==> config.mk <==
export PLATFORM = sky130hd
export DESIGN_NAME = i2c_target_regfile
export DESIGN_NICKNAME = d
export VERILOG_FILES = /design/src/rtl/i2c_target_regfile.sv
export SDC_FILE = /design/constraint.sdc
export NUM_CORES = 1
export LEC_CHECK = 0
export BUFFER_PORTS_ARGS = -buffer_cell sky130_fd_sc_hd__buf_2
export CAP_MARGIN = 20
export CORE_MARGIN = 4
export CORE_UTILIZATION = 25
export DETAILED_ROUTE_END_ITERATION = 8
export GPL_ROUTABILITY_DRIVEN = 1
export HOLD_SLACK_MARGIN = 0.05
export PLACE_DENSITY = 0.5
export SLEW_MARGIN = 40
export SYNTH_ARGS = -nofsm -noshare
export SYNTH_HDL_FRONTEND = slang
export SYNTH_SLANG_ARGS = --single-unit
==> constraint.sdc <==
create_clock -name clock -period 3 [get_ports clock]
set_input_delay 0.15 -clock clock [delete_from_list [all_inputs] [get_ports clock]]
set_output_delay 0.15 -clock clock [all_outputs]
set_load 0.005 [all_outputs]
==> src/rtl/i2c_target_regfile.sv <==
// I2C target with 16-bit register pointer, bridging bus transfers onto a byte-wide register-file port.
// Oversamples SCL/SDA on the system clock; never stretches SCL.
module i2c_target_regfile #(
  parameter logic [6:0] DEV_ADDR = 7'h29
) (
  input  logic        clock,
  input  logic        reset,
  input  logic        SCL_in,
  input  logic        SDA_in,
  output logic        SDA_out,
  output logic        SDA_t,
  output logic [15:0] mem_addr,
  output logic [7:0]  mem_wr_data,
  output logic        mem_wr_en,
  output logic        mem_rd_en,
  input  logic [7:0]  mem_rd_data,
  output logic        busy,
  output logic        nack_err
);

  typedef enum logic [3:0] {
    ST_IDLE, ST_DEV_ADDR, ST_ACK_DEV, ST_REG_HI, ST_ACK_HI, ST_REG_LO, ST_ACK_LO,
    ST_WR_DATA, ST_ACK_WR, ST_RD_LOAD, ST_RD_DATA, ST_RD_ACK, ST_WAIT_STOP
  } state_t;

  state_t      state;
  logic        scl_p0, scl_p1, scl_p2;
  logic        sda_p0, sda_p1, sda_p2;
  logic        fall_d;
  logic [7:0]  sr;
  logic [2:0]  cnt;
  logic        rw;
  logic        ack_on;
  logic        ld;
  logic        scl_rise, scl_fall, start_cond, stop_cond;
  logic [7:0]  byte_in;

  // p0/p1 synchronize the pins, p2 is the history flop for edge detection
  assign scl_rise   = scl_p1 & ~scl_p2;
  assign scl_fall   = ~scl_p1 & scl_p2;
  assign start_cond = scl_p1 & scl_p2 & sda_p2 & ~sda_p1;
  assign stop_cond  = scl_p1 & scl_p2 & ~sda_p2 & sda_p1;
  assign byte_in    = {sr[6:0], sda_p1};

  always_ff @(posedge clock) begin
    if (reset) begin
      {scl_p0, scl_p1, scl_p2} <= 3'b111;
      {sda_p0, sda_p1, sda_p2} <= 3'b111;
      fall_d      <= 1'b0;
      state       <= ST_IDLE;
      SDA_out     <= 1'b1;
      SDA_t       <= 1'b1;
      mem_addr    <= 16'h0000;
      mem_wr_data <= 8'h00;
      mem_wr_en   <= 1'b0;
      mem_rd_en   <= 1'b0;
      busy        <= 1'b0;
      nack_err    <= 1'b0;
      ack_on      <= 1'b0;
      ld          <= 1'b0;
      cnt         <= 3'd0;
      rw          <= 1'b0;
    end else begin
      scl_p0 <= SCL_in;
      scl_p1 <= scl_p0;
      scl_p2 <= scl_p1;
      sda_p0 <= SDA_in;
      sda_p1 <= sda_p0;
      sda_p2 <= sda_p1;
      // SDA changes one clock after the detected SCL fall
      fall_d    <= scl_fall;
      mem_wr_en <= 1'b0;
      mem_rd_en <= 1'b0;
      nack_err  <= 1'b0;
      if (mem_wr_en) mem_addr <= mem_addr + 16'd1;

      if (start_cond) begin
        state   <= ST_DEV_ADDR;
        cnt     <= 3'd0;
        ack_on  <= 1'b0;
        busy    <= 1'b0;
        SDA_t   <= 1'b1;
        SDA_out <= 1'b1;
      end else if (stop_cond) begin
        state   <= ST_IDLE;
        busy    <= 1'b0;
        SDA_t   <= 1'b1;
        SDA_out <= 1'b1;
      end else begin
        case (state)
          ST_IDLE, ST_WAIT_STOP: ;
          ST_DEV_ADDR: if (scl_rise) begin
            sr  <= byte_in;
            cnt <= cnt + 3'd1;
            if (cnt == 3'd7) begin
              if (byte_in[7:1] == DEV_ADDR) begin
                rw     <= byte_in[0];
                ack_on <= 1'b0;
                state  <= ST_ACK_DEV;
              end else begin
                nack_err <= 1'b1;
                state    <= ST_WAIT_STOP;
              end
            end
          end
          ST_REG_HI, ST_REG_LO, ST_WR_DATA: if (scl_rise) begin
            sr  <= byte_in;
            cnt <= cnt + 3'd1;
            if (cnt == 3'd7) begin
              ack_on <= 1'b0;
              if (state == ST_REG_HI) state <= ST_ACK_HI;
              else if (state == ST_REG_LO) state <= ST_ACK_LO;
              else begin
                mem_wr_data <= byte_in;
                state       <= ST_ACK_WR;
              end
            end
          end
          // First fall drives the ACK low, second fall releases it and acts on the byte
          ST_ACK_DEV, ST_ACK_HI, ST_ACK_LO, ST_ACK_WR: if (fall_d) begin
            if (!ack_on) begin
              ack_on  <= 1'b1;
              SDA_t   <= 1'b0;
              SDA_out <= 1'b0;
              if (state == ST_ACK_DEV) busy <= 1'b1;
              if (state == ST_ACK_WR) mem_wr_en <= 1'b1;
            end else begin
              ack_on  <= 1'b0;
              SDA_t   <= 1'b1;
              SDA_out <= 1'b1;
              cnt     <= 3'd0;
              case (state)
                ST_ACK_DEV: if (rw) begin
                  mem_rd_en <= 1'b1;
                  ld        <= 1'b0;
                  state     <= ST_RD_LOAD;
                end else state <= ST_REG_HI;
                ST_ACK_HI: begin
                  mem_addr[15:8] <= sr;
                  state          <= ST_REG_LO;
                end
                ST_ACK_LO: begin
                  mem_addr[7:0] <= sr;
                  state         <= ST_WR_DATA;
                end
                default: state <= ST_WR_DATA;
              endcase
            end
          end
          ST_RD_LOAD: begin
            if (!ld) begin
              sr <= mem_rd_data;
              ld <= 1'b1;
            end else begin
              SDA_t   <= sr[7];
              SDA_out <= sr[7];
              cnt     <= 3'd0;
              state   <= ST_RD_DATA;
            end
          end
          ST_RD_DATA: if (fall_d) begin
            if (cnt == 3'd7) begin
              SDA_t    <= 1'b1;
              SDA_out  <= 1'b1;
              mem_addr <= mem_addr + 16'd1;
              ack_on   <= 1'b0;
              state    <= ST_RD_ACK;
            end else begin
              sr      <= {sr[6:0], 1'b0};
              SDA_t   <= sr[6];
              SDA_out <= sr[6];
              cnt     <= cnt + 3'd1;
            end
          end
          ST_RD_ACK: begin
            if (scl_rise) begin
              if (sda_p1) begin
                nack_err <= 1'b1;
                busy     <= 1'b0;
                state    <= ST_WAIT_STOP;
              end else ack_on <= 1'b1;
            end else if (fall_d && ack_on) begin
              ack_on    <= 1'b0;
              mem_rd_en <= 1'b1;
              ld        <= 1'b0;
              state     <= ST_RD_LOAD;
            end
          end
          default: state <= ST_IDLE;
        endcase
      end
    end
  end

endmodule

### Word level (Yosys, flattened, before mapping)

Cells that the tools add are included.

* output and inout bits: 30
* register bits: 54

* mux-type cells: 86
* bitwise gates (word level): 19
* add/sub/neg operators: 2
* reduce and logical (&&, ||, !) cells: 25
* eq/ne operators: 49

Operators by type and width (number)
* $mux 16: 7
* $mux 4: 16
* $mux 8: 6
* $mux 1: 40
* $ne 2x2->1 const B: 19
* $ne 4x4->1 const B: 9
* $pmux 16 s2: 1
* $pmux 4 s7: 1
* $pmux 8 s3: 1
* $reduce_and 12->1: 2
* $eq 4x4->1 const B: 5
* $mux 3: 6
* $add 16x1->16 const B: 1
* $eq 4x3->1 const B: 4
* $reduce_and 8->1: 2
* $ne 3x3->1 const B: 4
* $not 1->1: 12
* $pmux 3 s4: 1
* $reduce_and 6->1: 2
* $ne 5x5->1 const B: 2
* $reduce_and 10->1: 1
* $reduce_and 9->1: 1
* $reduce_bool 3->1: 3
* $eq 4x2->1 const B: 2
* 21 further kinds: 33

### Logic depth before layout (Yosys ltp)

* depth in word-level cells: 8
* gate-level depth with buffers: 8

### Worst setup path after synthesis

OpenSTA, ideal clock, no wires.

* path kind: reg2reg
* start point: reg state[1]
* end point: reg sr[0] (enable)
* path buffers: 2
* data arrival time: 1.951 ns
* period minus slack after synthesis: 2.335 ns
* cell stages (with the launch flop): 6
* setup time: 0.383 ns
* required time: 2.617 ns
* slack: 0.665 ns
* path through: dfxtp_1 -> buf_2 -> clkbuf_1 -> nor4bb_1 -> a32oi_1 -> nor3_1

* word-level cells in the longest chain between the ends: 4
* elaborated cells on any way between the ends: 13
* those cells by class: eq/ne (10); reduce/logical (3)

RTL lines
* from (decl): line 26 `state_t state;`
* from (signal assigned): line 50 `state <= ST_IDLE;`
* from (signal assigned): line 78 `state <= ST_DEV_ADDR;`
* from (signal assigned): line 85 `state <= ST_IDLE;`
* $eq 4x2->1 (tied with other cells): line 90 `case (state)`
* $reduce_or 4->1 (no line)
* $ne 2x1->1 (no line) / $reduce_bool 3->1 (equally long branches)
* $reduce_and 8->1 (no line) (*)
* to (signal assigned): line 93 `sr <= byte_in;`
* to (signal assigned): line 107 `sr <= byte_in;`
* to (signal assigned): line 152 `sr <= mem_rd_data;`
* to (decl): line 30 `logic [7:0] sr;`

Every way passes the cells marked *; elsewhere a longest branch is shown, timed or not.
A chain may end at the register's enable or synchronous reset.

### Final worst setup path

* start point: reg state[3]
* end point: reg cnt[0]

* word-level cells in the longest chain between the ends: 4
* elaborated cells on any way between the ends: 21
* those cells by class: eq/ne (16); mux (1); reduce/logical (4)

RTL lines
* $eq 4x2->1 (tied with other cells): line 90
* $reduce_or 4->1 (on tied branches)
* $reduce_bool 4->1 (no line) (tied with other cells)
* $reduce_and 8->1 (no line)
* to (signal assigned): line 94 `cnt <= cnt + 3'd1;`
* to (signal assigned): line 108 `cnt <= cnt + 3'd1;`
* to (signal assigned): line 172 `cnt <= cnt + 3'd1;`
* to (decl): line 31 `logic [2:0] cnt;`

Parallel ways exist; a longest one is shown, timed or not.

==> results.sh <==
export IMPL_ys_async_sr_fraction=0
export IMPL_diodes=0
export IMPL_synth_nets=430
export IMPL_first_iter_violations=354
export IMPL_io_pins=42
export IMPL_vias_per_cell=5.43
export IMPL_synth_avg_cell_area_um2=8.35
export IMPL_cts_hold_buffers_added=2
export IMPL_rsz0062_at_grt="no"
export IMPL_grt_max_degree=31
export IMPL_port_buffers=41
export IMPL_area_delta_synth_final_pct=16.4
export IMPL_cts_tree="done"
export IMPL_fill_cells=1411
export IMPL_wl_mm=10.6
export IMPL_finalHoldViolations=0
export IMPL_synth_area_mm2=0.00347
export IMPL_grt_pass1_wl_mm=17.1
export IMPL_cts_inserted_buffers=5
export IMPL_netlist_cell_type_count=71
export IMPL_crit_type="reg2reg"
export IMPL_final_antenna_net_count=0
export IMPL_grt_pass1_vias=3207
export IMPL_start_kind="flip-flop"
export IMPL_clock_sinks=54
export IMPL_gp_congestion=0.907
export IMPL_pwr_density_cell_mw_per_mm2=639
export IMPL_clk_path_buf_depth=2
export IMPL_ir_drop_mv=0.262
export IMPL_grt_use_total=0.132
export IMPL_post_route_period_util=0.836
export IMPL_dp_final_hpwl_mm=7.78
export IMPL_die_area_mm2=0.0158
export IMPL_fin_nets=461
export IMPL_cp_num_buf_inv=0
export IMPL_syn_inst=415
export IMPL_tightest_slew_ns=0.815
export IMPL_max_cap_violations=0
export IMPL_synth_warnings=0
export IMPL_cpMaxStageDelayCell="dfxtp_1"
export IMPL_synth_edf_count=8
export IMPL_relSlewSlack=0.456
export IMPL_fin_crit_ns=2.51
export IMPL_wl_per_cell_um=17.0
export IMPL_crit_family="compound AO/OA/AOI/OAI gates"
export IMPL_fin_cells=623
export IMPL_crit_path_max_fanout=24
export IMPL_hold_class="in2reg"
export IMPL_synth_top_area_frac=0.266
export IMPL_fin_area_mm2=0.00404
export IMPL_synth_seq_cells=54
export IMPL_slowest_delay_ns=0.83
export IMPL_first_pass_iters=6
export IMPL_finalClockSkew_ns=0.00741
export IMPL_synthTopCellsByArea="dfxtp_1 27%, edfxtp_1 6.9%, xnor2_1 4.0%"
export IMPL_layout_commonest_cell="dfxtp_1"
export IMPL_ctsRootBufferMaster="clkbuf_16"
export IMPL_remaining_drc_errors=0
export IMPL_start_util=0.259
export IMPL_clk_insertion_delay_late_ns=0.30
export IMPL_htreeDepth=2
export IMPL_synth_largest_area_cell="dfxtp_1"
export IMPL_fmax_mhz=399
export IMPL_synth_main_ff_cell="dfxtp_1"
export IMPL_finalSetupTns_ns=0
export IMPL_finalSetupViolCount=0
export IMPL_grt_overflow=0
export IMPL_layout_common_cells="46 x dfxtp_1, 41 x buf_2, 31 x nor2_1, 23 x nand2_1, 22 x o21ai_0"
export IMPL_path_clk_slew_ns=0.07
export IMPL_die_x_um=126
export IMPL_arrival_ns=2.74
export IMPL_crit_chain="o21ba_2 > o21ai_2 > o221ai_2 > or4_1 > a21oi_1"
export IMPL_dp_cells=613
export IMPL_status="finished clean"
export IMPL_die_h_um=126
export IMPL_seq_area_frac_synth=0.335
export IMPL_drv_slew=0
export IMPL_row_count=42
export IMPL_num_vias=3381
export IMPL_end_kind="flip-flop"
export IMPL_worstPathRequired_ns=3.24
export IMPL_grt_antenna_before_repair=0
export IMPL_cts_resized=0
export IMPL_placed_area_mm2=0.00385
export IMPL_leakage_nw=1.49
export IMPL_drive_gt1_frac=0.201
export IMPL_cts_setup_buffers=0
export IMPL_core_area_mm2=0.0134
[metrics by stage]
| stage | setup slack (ns) | util | total power (W) | hold WS, ns |
|---|---|---|---|---|
| floorplan | 0.665 | - | 0.00162 | 0.254 |
| global placement | 0.645 | 0.287 | 0.00191 | 0.333 |
| detailed placement | 0.564 | 0.287 | 0.00190 | 0.334 |
| CTS | 0.553 | 0.301 | 0.00258 | 0.138 |
| global route | 0.296 | 0.301 | 0.00274 | 0.147 |
| finish | 0.493 | 0.301 | 0.00258 | 0.142 |
[worst reg2reg max path, cell delays in order (launching register included)]
cell and delay [ns]:
dfxtp_1 0.83, o21ba_2 0.29, o21ai_2 0.37, o221ai_2 0.27, or4_1 0.54, a21oi_1 0.13
[logic make-up (layout without fill, tap and decap cells)]
kind of cell | after synthesis | count (layout) | share of synthesized area
and+or+nand+nor | 164 | 164 | 0.264
AOI/OAI and AO/OA | 113 | 113 | 0.230
DFF | 54 | 54 | 0.335
buffers and inverters | 41 | 73 | 0.0509
xor gates and xnor gates | 23 | 23 | 0.0581
muxes | 17 | 17 | 0.0516
adders and majority gates | 3 | 3 | 0.0108
[Yosys cell counts, types with 3 or more instances]
library cell,number
o211ai_1,3
mux2_2,7
inv_1,7
edfxtp_1,8
or4_1,3
nor3b_1,5
dfxtp_1,46
nand3_1,14
buf_2,6
xnor2_1,16
a21oi_1,18
o21ba_2,3
and2_1,7
o21ai_0,22
o21a_1,5
o31ai_1,3
nand2_1,23
ha_1,3
and3_1,3
a211oi_1,10
nand4_1,9
a2bb2oi_1,3
o22ai_1,6
mux2i_1,10
a21o_1,3
o32ai_1,3
nor3_1,13
nor2b_1,6
clkbuf_1,23
or2_2,9
nor2_1,31
nor4_1,12
nand2b_1,8
xor2_1,7
a22oi_1,8
or3_1,4
[where the power goes]
group	switching (W)	leakage [nW]	internal, W
clock	0.000281	0.0836	0.000392
sequential	0.000151	0.444	0.000790
combinational	0.000560	0.960	0.000407
total	0.000991	1.49	0.00159
[metal layers]
layer,up-vias,GRT usage,part of all wire
met5,-,0,0
met2,153,0.202,0.43
li1,1616,-,-
met3,12,0.0233,0.071
met4,0,0.0423,0.013
met1,1600,0.188,0.48
[final cells by class]
cell class                 count  area [um^2]  share of cell area
inverter                       8         30.0             0.00744
clock buffer                   5          125              0.0310
clock inverter                 3         40.0             0.00992
tap                          176          220              0.0546
multi-input combinational    320         2130               0.527
sequential                    54         1160               0.288
timing repair buffer          57          330              0.0819
[worst paths after layout]
check | start | to | slack [ns] | depth (start not counted)
worst max-delay path | state[3] | cnt[0] | 0.49 | 5
worst min-delay path | mem_rd_data[0] | sr[0] | 0.14 | 3
worst max register to register | state[3] | cnt[0] | 0.49 | 5
worst min register to register | sda_p0 | sda_p1 | 0.41 | 1
[flip-flops by register name, summed over array words and instances (netlist names)]
| signal | cells |
|---|---|
| mem_addr | 16 |
| mem_wr_data | 8 |
| sr | 8 |
| state | 4 |
| cnt | 3 |
| SDA_t | 1 |
| ack_on | 1 |
| busy | 1 |
| fall_d | 1 |
| ld | 1 |
| mem_rd_en | 1 |
| mem_wr_en | 1 |
| nack_err | 1 |
| rw | 1 |
| scl_p0 | 1 |
| scl_p1 | 1 |
| scl_p2 | 1 |
| sda_p0 | 1 |
| sda_p1 | 1 |
| sda_p2 | 1 |
No activity file was read; power rests on OpenSTA's default activity.
